<file path="src/rtl/onehot_scan_decoder_if.sv">
// Control/status bundle for onehot_scan_decoder: the master drives the select/scan
// controls, and the slave returns the one-hot output with its status flags.
interface onehot_scan_decoder_if #(
  parameter int SEL_W   = 4,
  parameter int DWELL_W = 8
);
  localparam int OUT_W = 2**SEL_W;

  logic               en;
  logic               mode;
  logic [SEL_W-1:0]   sel;
  logic [SEL_W-1:0]   scan_last;
  logic [DWELL_W-1:0] dwell;
  logic               wrap;
  logic               start;
  logic [OUT_W-1:0]   out;
  logic               out_valid;
  logic               busy;
  logic               done;

  modport master (
    output en, mode, sel, scan_last, dwell, wrap, start,
    input  out, out_valid, busy, done
  );

  modport slave (
    input  en, mode, sel, scan_last, dwell, wrap, start,
    output out, out_valid, busy, done
  );
endinterface

</file>
<file path="src/rtl/onehot_scan_decoder.sv">
// Registered binary-to-one-hot decoder. In scan mode it walks a single active bit
// from a captured start index to a captured last index, holding each index dwell+1 cycles.
module onehot_scan_decoder #(
  parameter int SEL_W   = 4,
  parameter int DWELL_W = 8
) (
  input logic                clk,
  input logic                rst,
  onehot_scan_decoder_if.slave bus
);
  localparam int OUT_W = 2**SEL_W;

  typedef enum logic [1:0] {IDLE, DIRECT, SCAN} state_t;

  state_t             r_state;
  logic [SEL_W-1:0]   r_idx;
  logic [SEL_W-1:0]   r_start_idx;
  logic [SEL_W-1:0]   r_last;
  logic [DWELL_W-1:0] r_dwell;
  logic               r_wrap;
  logic [DWELL_W-1:0] r_cnt;
  logic [SEL_W-1:0]   w_idx_nxt;

  // Index arithmetic is naturally modulo OUT_W, so a last index below the start wraps through 0.
  assign w_idx_nxt = r_idx + 1'b1;

  function automatic logic [OUT_W-1:0] f_onehot(input logic [SEL_W-1:0] i);
    f_onehot    = '0;
    f_onehot[i] = 1'b1;
  endfunction

  always_ff @(posedge clk) begin
    if (rst) begin
      r_state       <= IDLE;
      r_idx         <= '0;
      r_start_idx   <= '0;
      r_last        <= '0;
      r_dwell       <= '0;
      r_wrap        <= 1'b0;
      r_cnt         <= '0;
      bus.out       <= '0;
      bus.out_valid <= 1'b0;
      bus.busy      <= 1'b0;
      bus.done      <= 1'b0;
    end else begin
      bus.done <= 1'b0;
      if (!bus.en) begin
        r_state       <= IDLE;
        bus.out       <= '0;
        bus.out_valid <= 1'b0;
        bus.busy      <= 1'b0;
      end else begin
        unique case (r_state)
          IDLE, DIRECT: begin
            if (!bus.mode) begin
              r_state       <= DIRECT;
              bus.out       <= f_onehot(bus.sel);
              bus.out_valid <= 1'b1;
              bus.busy      <= 1'b0;
            end else if (bus.start) begin
              r_state       <= SCAN;
              r_idx         <= bus.sel;
              r_start_idx   <= bus.sel;
              r_last        <= bus.scan_last;
              r_dwell       <= bus.dwell;
              r_wrap        <= bus.wrap;
              r_cnt         <= '0;
              bus.out       <= f_onehot(bus.sel);
              bus.out_valid <= 1'b1;
              bus.busy      <= 1'b1;
            end else begin
              r_state       <= IDLE;
              bus.out       <= '0;
              bus.out_valid <= 1'b0;
              bus.busy      <= 1'b0;
            end
          end
          SCAN: begin
            if (!bus.mode) begin
              r_state       <= DIRECT;
              bus.out       <= f_onehot(bus.sel);
              bus.out_valid <= 1'b1;
              bus.busy      <= 1'b0;
            end else if (r_cnt != r_dwell) begin
              r_cnt <= r_cnt + 1'b1;
            end else if (r_idx != r_last) begin
              r_idx   <= w_idx_nxt;
              r_cnt   <= '0;
              bus.out <= f_onehot(w_idx_nxt);
            end else if (r_wrap) begin
              r_idx   <= r_start_idx;
              r_cnt   <= '0;
              bus.out <= f_onehot(r_start_idx);
            end else begin
              r_state       <= IDLE;
              r_cnt         <= '0;
              bus.out       <= '0;
              bus.out_valid <= 1'b0;
              bus.busy      <= 1'b0;
              bus.done      <= 1'b1;
            end
          end
          default: begin
            r_state       <= IDLE;
            bus.out       <= '0;
            bus.out_valid <= 1'b0;
            bus.busy      <= 1'b0;
          end
        endcase
      end
    end
  end
endmodule

</file>
<file path="src/flat_wrapper.sv">
// flat-port wrapper written by rule: the top's interface ports become plain ports
module onehot_scan_decoder_flat 
#(
  parameter int SEL_W   = 4,
  parameter int DWELL_W = 8
)
  (clk, rst, bus_en, bus_mode, bus_sel, bus_scan_last, bus_dwell, bus_wrap, bus_start, bus_out, bus_out_valid, bus_busy, bus_done);
  onehot_scan_decoder_if #(.SEL_W(SEL_W), .DWELL_W(DWELL_W)) bus_i ();
  input logic clk;
  input logic rst;
  input wire logic [$bits(bus_i.en)-1:0] bus_en;
  input wire logic [$bits(bus_i.mode)-1:0] bus_mode;
  input wire logic [$bits(bus_i.sel)-1:0] bus_sel;
  input wire logic [$bits(bus_i.scan_last)-1:0] bus_scan_last;
  input wire logic [$bits(bus_i.dwell)-1:0] bus_dwell;
  input wire logic [$bits(bus_i.wrap)-1:0] bus_wrap;
  input wire logic [$bits(bus_i.start)-1:0] bus_start;
  output wire logic [$bits(bus_i.out)-1:0] bus_out;
  output wire logic [$bits(bus_i.out_valid)-1:0] bus_out_valid;
  output wire logic [$bits(bus_i.busy)-1:0] bus_busy;
  output wire logic [$bits(bus_i.done)-1:0] bus_done;
  assign bus_i.en = bus_en;
  assign bus_i.mode = bus_mode;
  assign bus_i.sel = bus_sel;
  assign bus_i.scan_last = bus_scan_last;
  assign bus_i.dwell = bus_dwell;
  assign bus_i.wrap = bus_wrap;
  assign bus_i.start = bus_start;
  assign bus_out = bus_i.out;
  assign bus_out_valid = bus_i.out_valid;
  assign bus_busy = bus_i.busy;
  assign bus_done = bus_i.done;
  onehot_scan_decoder #(.SEL_W(SEL_W), .DWELL_W(DWELL_W)) u_core (.clk(clk), .rst(rst), .bus(bus_i));
endmodule
</file>
<file path="config.mk">
export PLATFORM = sky130hd
export DESIGN_NAME = onehot_scan_decoder_flat
export DESIGN_NICKNAME = d
export VERILOG_FILES = /design/src/rtl/onehot_scan_decoder_if.sv /design/src/rtl/onehot_scan_decoder.sv /design/src/flat_wrapper.sv
export SDC_FILE = /design/constraint.sdc
export NUM_CORES = 1
export LEC_CHECK = 0
export ABC_AREA = 0
export CAP_MARGIN = 20
export CORE_UTILIZATION = 54
export DETAILED_ROUTE_END_ITERATION = 8
export GPL_TIMING_DRIVEN = 0
export PLACE_DENSITY = 0.79
export SLEW_MARGIN = 15
export SYNTH_ARGS = -nofsm -noshare
export SYNTH_HDL_FRONTEND = slang
export SYNTH_SLANG_ARGS = --single-unit
</file>
<file path="constraint.sdc">
create_clock -name clk -period 2.3 [get_ports clk]
set_clock_uncertainty 0.15 [all_clocks]
set_input_delay 0.46 -clock clk [delete_from_list [all_inputs] [get_ports clk]]
set_output_delay 0.46 -clock clk [all_outputs]
set_load 0.05 [all_outputs]
</file>
==> impl_metrics.json, run 1 <==
{
  "status": "complete, no violations",
  "clock-root-buffer": "clkbuf_8",
  "syn-cell-area_um2": 2790,
  "cts_buffers": 5,
  "crit_fanout": 7,
  "path_clk_slew_ps": 90,
  "period_share_pct": 94.5,
  "postRouteAntennaNets": 0,
  "finish.instance_area_um2": 3370,
  "r2r-start": "u_core.r_idx[1]$_SDFFE_PP0P_",
  "clkSinkCount": 50,
  "vias": 2722,
  "worst-r2r-setup-slack_ps": 150,
  "path_buf_inv": 1,
  "relSlewSlack_pct": 62.2,
  "critPathTopFamily": "simple AND/OR/NAND/NOR gates",
  "gr-total-overflow": 0,
  "die_area_um2": 5450,
  "drc_errors": 0,
  "ff2ff_path_depth": 5,
  "critical_path.cell_chain": "clkdlybuf4s50_1 > nor2b_2 > o211ai_1 > or3_4 > mux2_4",
  "core_area_um2": 4850,
  "drtPass1Iterations": 5,
  "required_ps": 2360,
  "h-tree-depth": 2,
  "die_x_um": 73.9,
  "wl_um": 6900,
  "grt_pass1_wl_um": 11500,
  "setup_tns_ps": 0,
  "synthCells": 345,
  "rsz0062_at_grt": "false",
  "synthArstFlopShare_pct": 0,
  "arrival_ps": 2230,
  "insertion_delay_ps": 320,
  "drv_slew": 0,
  "fill_cells": 431,
  "dr.first_iter.drc_count": 201,
  "grtUsageTotal_pct": 27.9,
  "min-delay-start": "bus_mode",
  "worst_pin_slew_ps": 567,
  "numPortBuffers": 36,
  "postSynthAreaPerCell_um2": 8.08,
  "vias_per_cell": 5.94,
  "whs_endpoint": "u_core.r_state[0]$_SDFFE_PP0P_",
  "gp_congestion": 0.941,
  "nNetsFinal": 418,
  "post_route_cells_drive_above_1_share_pct": 9.72,
  "holdBufCountCts": 0,
  "syn-num-nets": 373,
  "criticalPathCategory": "input pin to register",
  "grt_antenna_before_repair": 0,
  "wire_per_inst_um": 15.1,
  "irDropWorstVdd_mv": 0.356,
  "whs_path_depth": 2,
  "syn2layout_area_growth_pct": 21.0,
  "synth-edff-count": 0,
  "fmax_mhz": 460,
  "num_antenna_cells": 0,
  "die_h_um": 73.9,
  "rows": 25,
  "grt_pass1_vias": 2506,
  "dp_hpwl_um": 5260,
  "period_minus_slack_ps": 2170,
  "holdCritPathClass": "input pin to register",
  "cap_violations": 0,
  "r2r_end": "u_core.bus.out[8]$_SDFFE_PP0P_",
  "synthFlopType": "dfxtp_1",
  "power.density_nw_per_um2": 517,
  "io_pins": 41,
  "critPathMaxStageDelay_ps": 500,
  "grt_max_degree": 15,
  "yosys_warnings": 0,
  "clock_path_buffers": 2,
  "cts_tree": "built",
  "leakage_nw": 1.19,
  "end_kind": "register",
  "dpl_cell_area_um2": 3230,
  "ys_types": 55,
  "cp_slowest_cell": "or3_4",
  "setup_viol": 0,
  "hold_viol_final": 0,
  "synth-seq-cells": 50,
  "start_kind": "input pin",
  "initial_utilization_pct": 57.5,
  "ys_seq_area_share_pct": 35.9
}
kinds of logic after synthesis:
kind of cell	synth area share, %
flops	35.9
mux	1.08
xor+xnor	6.87
compound gates	19.0
simple gates	30.3
buf+inv	4.17
fa+ha+maj	2.69
routing by layer:
metal	share of wire, %	vias up	track usage [%]	wire length [um]
li1	-	1342	-	-
met1	43	1275	31.7	2960
met2	49	86	48.8	3410
met3	5.1	19	5.21	353
met4	2.4	0	15.4	167
met5	0	-	0	0
report_power, final:
| group | total, mW | switching [mW] | internal (mW) |
|---|---|---|---|
| logic | 0.293 | 0.183 | 0.111 |
| registers | 0.905 | 0.0209 | 0.884 |
| clock network | 0.545 | 0.302 | 0.243 |
registers in the layout, indices dropped and copies added (netlist names):
name	cells
u_core.bus.busy	1
u_core.bus.done	1
u_core.bus.out	16
u_core.bus.out_valid	1
u_core.r_cnt	8
u_core.r_dwell	8
u_core.r_idx	4
u_core.r_last	4
u_core.r_start_idx	4
u_core.r_state	2
u_core.r_wrap	1
how the worst max path moves through the flow:
stage	cells past startpoint	slack (ps)	to	from
floorplan	4	350	u_core.r_idx[0]$_SDFFE_PP0P_	bus_start
global placement	5	-320	u_core.r_idx[1]$_SDFFE_PP0P_	bus_start
detailed placement	5	-320	u_core.r_idx[0]$_SDFFE_PP0P_	bus_start
CTS	5	2	u_core.r_idx[0]$_SDFFE_PP0P_	bus_start
global route	6	8	u_core.bus.out[10]$_SDFFE_PP0P_	u_core.r_cnt[0]$_SDFFE_PP0P_
finish	5	130	u_core.r_idx[0]$_SDFFE_PP0P_	bus_start
cell usage in the layout, fill, tap and decap left out, types with 7 or more instances in the layout:
master	n
nand2_1	66
dfxtp_1	49
clkdlybuf4s50_1	36
a21oi_1	24
nor2_1	18
nor3_1	15
xor2_1	11
clkbuf_1	10
nand3_1	10
nand4_1	9
o21ai_0	9
xnor2_1	8
inv_1	7
a22o_1	7
timing repair:
item / 4_1_cts / 5_1_grt
resized for setup: 0 / 10
setup endpoints to repair: 0 / 30
setup buffers: 0 / 3
Yosys cell counts, types with 2 or more instances:
library cell  number  share of area [%]
inv_1              7               0.94
xor2_1            11                3.5
buf_2              6                1.1
a2111oi_0          2               0.63
a21oi_1           24                4.3
nor2_1            18                2.4
o211ai_1           6                1.6
ha_1               6                2.7
or3_1              5                1.1
o21ai_0           10                1.8
nor2b_1            3               0.67
mux2_4             2                1.1
a22o_1             7                2.2
nand2b_1           3               0.67
or2_2              2               0.45
a211oi_1           3               0.81
buf_4              2               0.54
o221ai_1           4                1.3
nor3_1            16                2.9
nand3_1           10                1.8
nor4_4             2                1.5
dfxtp_1           50                 36
a31oi_1            2               0.45
o22ai_1            5                1.1
nor4_1             6                1.3
a221o_1            4                1.4
nand2_1           66                8.9
clkbuf_1          11                1.5
nand4_1            9                2.0
nand3b_1           4                1.1
and2_1             4               0.90
nand4b_1           3               0.94
xnor2_1            9                2.8
nor4b_1            2               0.63
through the flow:
step / power, mW / util, % / cells / setup WS, ps / hold WS (ps)
3_5_place_dp: 1.21 / 66.7 / 448 / -322 / 293
6_report: 1.74 / 69.5 / 458 / 126 / 270
4_1_cts: 1.75 / 68.5 / 456 / 2.09 / 266
5_1_grt: 1.82 / 69.5 / 458 / 8.17 / 291
3_3_place_gp: 1.20 / 66.7 / 448 / -324 / 286
2_1_floorplan: 1.11 / - / 345 / 350 / 298
area by class of cell:
| type | count | area (um^2) | area share, % |
|---|---|---|---|
| multi-input combinational | 268 | 1700 | 50.4 |
| sequential | 50 | 1000 | 29.7 |
| timing repair buffer | 39 | 383 | 11.4 |
| buffer | 19 | 87.6 | 2.60 |
| clock buffer | 7 | 86.3 | 2.56 |
| tap | 67 | 83.8 | 2.49 |
| inverter | 7 | 26.3 | 0.779 |
| clock inverter | 1 | 5.00 | 0.148 |
Note: power is estimated with default switching activity, not from simulation.
==> run 2, diff against run 1 <==
--- a/config.mk
+++ b/config.mk
@@ -7,10 +7,10 @@
 export LEC_CHECK = 0
 export ABC_AREA = 0
 export CAP_MARGIN = 20
-export CORE_UTILIZATION = 54
+export CORE_UTILIZATION = 30
 export DETAILED_ROUTE_END_ITERATION = 8
 export GPL_TIMING_DRIVEN = 0
-export PLACE_DENSITY = 0.79
+export SKIP_CTS_REPAIR_TIMING = 1
 export SLEW_MARGIN = 15
 export SYNTH_ARGS = -nofsm -noshare
 export SYNTH_HDL_FRONTEND = slang
==> impl_metrics.json, run 2 (synthesis gave the netlist of run 1 again) <==
{
  "io_pins": 41,
  "top_register": "u_core.bus.out",
  "relSlewSlack_pct": 60.3,
  "wl_um": 7320,
  "grt_pass1_wl_um": 12000,
  "hold_viol_final": 0,
  "vias_per_cell": 5.28,
  "grtUsageTotal_pct": 15.6,
  "final_cells": 497,
  "grt_max_degree": 15,
  "drtPass1Iterations": 6,
  "drv_slew": 0,
  "cap_violations": 0,
  "h-tree-depth": 2,
  "postRouteAntennaNets": 0,
  "clock-root-buffer": "clkbuf_8",
  "holdCritPathClass": "input pin to register",
  "gp_congestion": 0.927,
  "period_minus_slack_ps": 2180,
  "most-common-layout-cells": "nand2_1 (65), dfxtp_1 (49), clkdlybuf4s50_1 (36), a21oi_1 (23), nor2_1 (18)",
  "gr-total-overflow": 0,
  "holdWs_ps": 267,
  "final_common_cell": "nand2_1",
  "drc_errors": 6,
  "initial_utilization_pct": 31.5,
  "grt_pass1_vias": 2419,
  "largest_reg_flops": 16,
  "rows": 34,
  "post_route_cells_drive_above_1_share_pct": 9.25,
  "leakage_nw": 1.18,
  "grt_antenna_before_repair": 0,
  "worst_pin_slew_ps": 581,
  "die_x_um": 98.4,
  "end_kind": "register",
  "cts_tree": "built",
  "whs_path_depth": 2,
  "required_ps": 2410,
  "setup_tns_ps": 0,
  "start_kind": "register",
  "die_h_um": 98.4,
  "core_area_um2": 8850,
  "arrival_ps": 2290,
  "post-place-cells": 489,
  "setup_viol": 0,
  "wire_per_inst_um": 14.7,
  "criticalPathCategory": "register to register",
  "fmax_mhz": 459,
  "irDropWorstVdd_mv": 0.272,
  "dr.first_iter.drc_count": 177,
  "vias": 2625,
  "rsz0062_at_grt": "false",
  "power.density_nw_per_um2": 511,
  "path_clk_slew_ps": 90,
  "clock_path_buffers": 2,
  "syn2layout_area_growth_pct": 22.1,
  "clkSinkCount": 50,
  "numPortBuffers": 36,
  "dp_hpwl_um": 5650,
  "violations": "design-rule violations",
  "worst-r2r-setup-slack_ps": 120,
  "status": "complete, but fails checks",
  "nNetsFinal": 416,
  "period_share_pct": 94.7,
  "reg_top3": "u_core.bus.out x16, u_core.r_cnt x8, u_core.r_dwell x8",
  "insertion_delay_ps": 310,
  "cts_buffers": 5,
  "ff2ff_path_depth": 5,
  "num_antenna_cells": 0,
  "crit_fanout": 8,
  "die_area_um2": 9680
}
run 2: stage by stage:
stage          area [um^2]  worst slack (ps)  power, mW  util (%)
2_1_floorplan         2790               350       1.11         -
6_report              3400               122       1.74      38.5
5_1_grt               3400              11.5       1.83      38.5
3_3_place_gp          3280              -360       1.21      37.1
3_5_place_dp          3280              -374       1.21      37.1
4_1_cts               3370             -47.0       1.76      38.1
run 2: critical path, stage by stage (launching register included):
cell and delay, ps:
dfxtp_1 510, xnor2_1 220, nand4_1 330, or3b_1 510, o221ai_1 260, a22o_1 150
run 2: path summary, 6_finish.rpt:
| path | to | startpoint |
|---|---|---|
| worst max-delay path | u_core.bus.out[3]$_SDFFE_PP0P_ | u_core.r_idx[1]$_SDFFE_PP0P_ |
| worst max register to register | u_core.bus.out[3]$_SDFFE_PP0P_ | u_core.r_idx[1]$_SDFFE_PP0P_ |
| worst min register to register | u_core.bus.out[13]$_SDFFE_PP0P_ | u_core.bus.out[13]$_SDFFE_PP0P_ |
| worst min-delay path | u_core.r_state[0]$_SDFFE_PP0P_ | bus_mode |
run 2: final cells by class:
class                           instances  area (um^2)
Fill cell                             956         5450
Multi-Input combinational cell        268         1690
Sequential cell                        50         1000
Timing Repair Buffer                   37          368
Tap cell                              108          135
Buffer                                 19         87.6
Clock buffer                            7         86.3
Inverter                                7         26.3
Clock inverter                          1         5.00
run 2: layer usage:
metal	track usage (%)	wire length, um
met3	2.86	321
met1	20.5	3450
met5	0	0
met4	5.28	139
met2	25.8	3400
run 2: power by group:
part / switching, mW / internal, mW / leakage (nW) / total (mW)
Clock: 0.296 / 0.243 / 0.0482 / 0.539
Combinational: 0.185 / 0.111 / 0.726 / 0.296
Sequential: 0.0214 / 0.884 / 0.405 / 0.905
Total: 0.502 / 1.24 / 1.18 / 1.74
==> edit 1 (config.mk and constraints of run 1) <==
`DWELL_W` is set to 8 in 3 places; all go to 6.
--- a/src/rtl/onehot_scan_decoder_if.sv
+++ b/src/rtl/onehot_scan_decoder_if.sv
@@ -2,7 +2,7 @@
 // controls, and the slave returns the one-hot output with its status flags.
 interface onehot_scan_decoder_if #(
   parameter int SEL_W   = 4,
-  parameter int DWELL_W = 8
+  parameter int DWELL_W = 6
 );
   localparam int OUT_W = 2**SEL_W;
 
--- a/src/rtl/onehot_scan_decoder.sv
+++ b/src/rtl/onehot_scan_decoder.sv
@@ -2,7 +2,7 @@
 // from a captured start index to a captured last index, holding each index dwell+1 cycles.
 module onehot_scan_decoder #(
   parameter int SEL_W   = 4,
-  parameter int DWELL_W = 8
+  parameter int DWELL_W = 6
 ) (
   input logic                clk,
   input logic                rst,
--- a/src/flat_wrapper.sv
+++ b/src/flat_wrapper.sv
@@ -2,7 +2,7 @@
 module onehot_scan_decoder_flat 
 #(
   parameter int SEL_W   = 4,
-  parameter int DWELL_W = 8
+  parameter int DWELL_W = 6
 )
   (clk, rst, bus_en, bus_mode, bus_sel, bus_scan_last, bus_dwell, bus_wrap, bus_start, bus_out, bus_out_valid, bus_busy, bus_done);
   onehot_scan_decoder_if #(.SEL_W(SEL_W), .DWELL_W(DWELL_W)) bus_i ();
Interface: changed (resized bus_dwell); port bits go from 41 to 39. The function was not compared with the original's and may differ.
==> edit 1 against run 1 <==
  * The run now ends with design-rule violations left
  * Utilization grew 1.9 points
  * Routed wire length shrank 3.5%
  * Worst setup slack lost 0.068 ns
  * Global-route usage grew 0.48 points
  * Non-clock buffer count shrank 3
  * Highest routed layer unchanged
  * Power grew 0.90%
  * Fmax shrank 3.0%
  * Register-to-register slack lost 0.09 ns
  * Area after synthesis shrank 8.9%
  * Final cell count shrank 14%
  * Sequential cell count shrank 4
  * Cell area shrank 5.9%
==> edit 1: results (changes against run 1) <==
<table>
<tr><th>Metric</th><th>Value</th></tr>
<tr><th colspan="2">Route</th></tr>
<tr><td>1st-iter DRT viols</td><td>326 (+62%)</td></tr>
<tr><td>DR vias</td><td>2441 (-10%)</td></tr>
<tr><td>Met2 WL</td><td>3050 um (-11%)</td></tr>
<tr><td>Met3 WL post-DR</td><td>479 um (+36%)</td></tr>
<tr><td>Routed WL per cell</td><td>16.9 um (+12%)</td></tr>
<tr><td>DRT met1 WL</td><td>3030 um (+2.4%)</td></tr>
<tr><td>Drt drc</td><td>6 (+6)</td></tr>
<tr><th colspan="2">Setup path</th></tr>
<tr><td>Largest fanout on the critical path</td><td>8 (+1)</td></tr>
<tr><th colspan="2">Place</th></tr>
<tr><td>Gp weighted congestion</td><td>0.933 (-0.86%)</td></tr>
<tr><td>Post-Place Cell Area</td><td>0.00295 mm2 (-8.9%)</td></tr>
<tr><th colspan="2">Layout</th></tr>
<tr><td>Logic inverters</td><td>12 (+5)</td></tr>
<tr><td>Top flop regs</td><td>u_core.bus.out (16), u_core.r_cnt (6), u_core.r_dwell (6)</td></tr>
<tr><td>Fraction of cell area in non-clock buffers</td><td>14.6% (+0.67 points)</td></tr>
<tr><td>Area taken by flip-flops and latches</td><td>928 um2 (-7.4%)</td></tr>
<tr><td>Final Core Density</td><td>71.4% (+1.9 points)</td></tr>
<tr><td>Clock buf/inv share</td><td>3.55% (+0.84 points)</td></tr>
<tr><td>Count of clock-net buffers in the final layout</td><td>6 (-1)</td></tr>
<tr><td>Multi-input gates</td><td>223 (-17%)</td></tr>
<tr><td>Count of fill cells added during filler insertion</td><td>372 (-14%)</td></tr>
<tr><th colspan="2">Global route</th></tr>
<tr><td>Met3 Resource Use GR</td><td>5.84% (+0.63 points)</td></tr>
<tr><td>Vias in the first global route</td><td>2251 (-10%)</td></tr>
<tr><td>Global router's overall resource usage</td><td>28.3% (+0.48 points)</td></tr>
<tr><td>Met1 Usage GRT</td><td>40.2% (+8.6 points)</td></tr>
<tr><th colspan="2">Logic synthesis</th></tr>
<tr><td>Top post-synthesis cells by area</td><td>sky130_fd_sc_hd__dfxtp_1 36%, sky130_fd_sc_hd__nand2_1 6.7%, sky130_fd_sc_hd__a221oi_1 5.5%</td></tr>
<tr><td>Synth unique cells</td><td>47 (-15%)</td></tr>
<tr><th colspan="2">Power and ir drop</th></tr>
<tr><td>Comb. pwr</td><td>302 uW (+3%)</td></tr>
<tr><td>Power dissipated in sequential cells</td><td>834 uW (-7.8%)</td></tr>
<tr><th colspan="2">Run status</th></tr>
<tr><td>Result of the run</td><td>finished with violations</td></tr>
<tr><td>Violated checks</td><td>design-rule violations</td></tr>
</table>
==> edit 1: cell types whose count changed in the layout (fill, tap and decap cells not counted), moves of 5 or more <==
cell,change
sky130_fd_sc_hd__a221oi_1,+14
sky130_fd_sc_hd__a22o_1,-7
sky130_fd_sc_hd__dfxtp_1,-7
sky130_fd_sc_hd__inv_1,+5
sky130_fd_sc_hd__nand2_1,-21
sky130_fd_sc_hd__nand4_1,-8
sky130_fd_sc_hd__nor2_1,-6
sky130_fd_sc_hd__o21ai_0,-6
sky130_fd_sc_hd__o22ai_1,-5
sky130_fd_sc_hd__o2bb2ai_1,+15
==> edit 1: path summary, 6_finish.rpt <==
path | start | to | slack [ns] | cells after the start
worst min register to register | u_core.bus.out[12] | u_core.bus.out[12] | 0.32 | 1
worst min-delay path | u_core.bus.out[12] | u_core.bus.out[12] | 0.32 | 1
worst max-delay path | u_core.r_idx[2] | u_core.bus.out[2] | 0.06 | 6
worst max register to register | u_core.r_idx[2] | u_core.bus.out[2] | 0.06 | 6
==> edit 1: metrics by stage <==
stage | worst slack (ns) | power, uW | setup TNS (ns) | cells
6_report | 0.0572 | 1760 | 0 | 395
5_1_grt | -0.0171 | 1820 | -0.0574 | 395
4_1_cts | 0.000746 | 1730 | 0 | 393
3_5_place_dp | -0.374 | 1110 | -6.84 | 386
3_3_place_gp | -0.365 | 1110 | -5.24 | 386
2_1_floorplan | 0.266 | 1030 | 0 | 300
==> edit 1: cells by family (layout without fill, tap and decap cells) <==
kind of cell,Yosys count,after routing,synth area share (%)
AOI/OAI and AO/OA,77,77,22.8
and+or+nand+nor,124,124,27.4
buffers and inverters,31,74,5.07
xor gates and xnor gates,16,16,5.52
adders and majority gates,6,6,2.96
DFF,46,46,36.3
==> edit 2 (settings of run 1) <==
Made on the original files. Encoding of `state_t`: now one-hot (3 bits for 3 states).
--- a/src/rtl/onehot_scan_decoder.sv
+++ b/src/rtl/onehot_scan_decoder.sv
@@ -10,7 +10,7 @@
 );
   localparam int OUT_W = 2**SEL_W;
 
-  typedef enum logic [1:0] {IDLE, DIRECT, SCAN} state_t;
+  typedef enum logic [2:0] {IDLE = 3'b001, DIRECT = 3'b010, SCAN = 3'b100} state_t;
 
   state_t             r_state;
   logic [SEL_W-1:0]   r_idx;
Check against the original RTL: same outputs for any inputs over 4 cycles, from zero or initial values and one cycle with rst high; so few cycles prove little.
==> edit 2 against run 1 <==
  * First-iteration DRC count rose by 60%
  * Worst setup slack got worse by 0.094 ns
  * Fmax fell by 4.1%
  * Power fell by 0.85%
  * Utilization rose by 3.3 points
  * Routed wire length rose by 7.2%
  * Cell area rose by 4.8%
  * Sequential cell count rose by 1
  * Via count rose by 4.5%
  * Area after synthesis fell by 0.22%
  * Combinational power rose by 4%
  * Critical path type unchanged
  * Largest power group unchanged
==> edit 2: results (changes against run 1) <==
<table>
<tr><th>Metric</th><th>Value</th></tr>
<tr><th colspan="2">Place</th></tr>
<tr><td>Count of input and output buffers</td><td>39 (+8.3%)</td></tr>
<tr><td>Placement Setup Slack</td><td>-0.614 ns (-0.291 ns)</td></tr>
<tr><td>Detailed-placement wirelength estimate</td><td>5240 um (-0.55%)</td></tr>
<tr><th colspan="2">Route</th></tr>
<tr><td>Wirelength, routed</td><td>7390 um (+7.2%)</td></tr>
<tr><td>DR pass1 iterations</td><td>6 (+1)</td></tr>
<tr><td>DRT met1 WL</td><td>3240 um (+9.3%)</td></tr>
<tr><td>Detail-routed via count per cell</td><td>5.99 (+0.74%)</td></tr>
<tr><td>Met2 WL</td><td>3540 um (+3.6%)</td></tr>
<tr><td>Met3 WL post-DR</td><td>450 um (+27%)</td></tr>
<tr><th colspan="2">Layout</th></tr>
<tr><td>Final Core Density</td><td>72.9% (+3.3 points)</td></tr>
<tr><td>Proportion of layout cells with a drive suffix above 1</td><td>10.5% (+0.82 points)</td></tr>
<tr><th colspan="2">Setup path</th></tr>
<tr><td>Worst EP arrival</td><td>2.35 ns (+0.12 ns)</td></tr>
<tr><td>Worst r2r dst</td><td>u_core.bus.out[0]</td></tr>
<tr><td>Largest fanout on the critical path</td><td>3 (-4)</td></tr>
<tr><td>Worst R2R Setup Slack</td><td>0.07 ns (-0.08 ns)</td></tr>
<tr><th colspan="2">Clock network</th></tr>
<tr><td>Skew-Pair Late Insertion Delay</td><td>0.30 ns (-0.02 ns)</td></tr>
<tr><th colspan="2">Global route</th></tr>
<tr><td>First-pass GRT wire length</td><td>11900 um (+3.7%)</td></tr>
<tr><th colspan="2">Logic synthesis</th></tr>
<tr><td>Net count after synthesis</td><td>384 (+2.9%)</td></tr>
<tr><td>Synth unique cells</td><td>49 (-11%)</td></tr>
<tr><td>Most frequent cells after synthesis</td><td>70 x sky130_fd_sc_hd__nand2_1, 51 x sky130_fd_sc_hd__dfxtp_1, 34 x sky130_fd_sc_hd__a21oi_1</td></tr>
<tr><td>Top post-synthesis cells by area</td><td>sky130_fd_sc_hd__dfxtp_1 37%, sky130_fd_sc_hd__nand2_1 9.4%, sky130_fd_sc_hd__a21oi_1 6.1%</td></tr>
<tr><th colspan="2">Worst hold path</th></tr>
<tr><td>HP Start</td><td>u_core.bus.out[9]</td></tr>
<tr><td>Class of the tightest hold or removal check</td><td>reg2reg</td></tr>
<tr><th colspan="2">Run status</th></tr>
<tr><td>Result of the run</td><td>completed</td></tr>
<tr><th colspan="2">Power and ir drop</th></tr>
<tr><td>Static leakage</td><td>0.00122 uW (+2.2%)</td></tr>
<tr><td>Cell-internal power</td><td>1240 uW (about the same)</td></tr>
<tr><th colspan="2">STA</th></tr>
<tr><td>Actual transition at the worst max-transition pin</td><td>0.679 ns (+0.113 ns)</td></tr>
</table>
-- edit 2: cell types whose count changed after synthesis, sizes merged, moves of 6 or more --
cell,delta
a211oi,+6
nor2,+7
o21ai,+8
a21oi,+9
nand4,-7
a22o,-7
-- edit 2: layout make-up --
type	instances	area share [%]
clock inverters	1	0.142
well taps	67	2.37
multi-input cells	282	51.0
inverters	4	0.425
flip-flops and latches	51	29.0
repair buffers	45	12.5
clock buffers	7	2.16
plain buffers	18	2.44
-- edit 2: cell families after synthesis --
logic type | Yosys count | synth area share [%]
AO/OA/AOI/OAI | 96 | 22.2
buffers and inverters | 23 | 3.24
multiplexers | 1 | 0.360
flip-flops | 51 | 36.7
AND/OR/NAND/NOR | 159 | 28.2
adder cells (fa/ha/maj) | 6 | 2.70
XOR/XNOR | 20 | 6.57
-- edit 2: per-layer routing --
layer  vias to the layer above  track usage, %
met5                         -               0
met4                         0            12.2
met3                        18            5.62
met2                       128            46.9
met1                      1310            36.5
li1                       1388               -
-- edit 2: stage by stage --
stage / setup TNS, ns / cells
global placement: -13.23 / 462
detailed placement: -15.47 / 462
finish: 0 / 475
global route: -0.0696 / 475
CTS: 0 / 473
floorplan: 0 / 356
-- edit 2: power groups by stage --
| stage | clock network [uW] | logic (uW) | registers, uW |
|---|---|---|---|
| finish | 499 | 305 | 925 |
| global route | 540 | 329 | 928 |
| CTS | 506 | 281 | 921 |
| detailed placement | 0 | 269 | 940 |
| global placement | 0 | 264 | 939 |
| floorplan | 0 | 165 | 949 |
-- edit 2: how the worst max path moves through the flow --
stage	endpoint	slack, ns
after floorplan	u_core.bus.out[1]	0.26
after global placement	u_core.bus.out[4]	-0.59
after detailed placement	u_core.bus.out[4]	-0.61
after CTS	u_core.bus.out[1]	0.008
after global routing	u_core.bus.out[9]	-0.03
final	u_core.bus.out[0]	0.03
-- edit 2: worst register-to-register path, stage by stage (launching register included) --
cell,delay [ns]
sky130_fd_sc_hd__dfxtp_2,0.41
sky130_fd_sc_hd__xor2_2,0.30
sky130_fd_sc_hd__a32oi_2,0.22
sky130_fd_sc_hd__or3b_4,0.45
sky130_fd_sc_hd__buf_4,0.15
sky130_fd_sc_hd__or4_1,0.40
sky130_fd_sc_hd__o211ai_1,0.09
-- edit 2: what timing repair did --
action | CTS | global route
setup buffers | 3 | 3
endpoints found under the setup margin | 34 | 32
gates resized for setup | 15 | 23
pin swaps | 0 | 3
hold buffers | 0 | 0
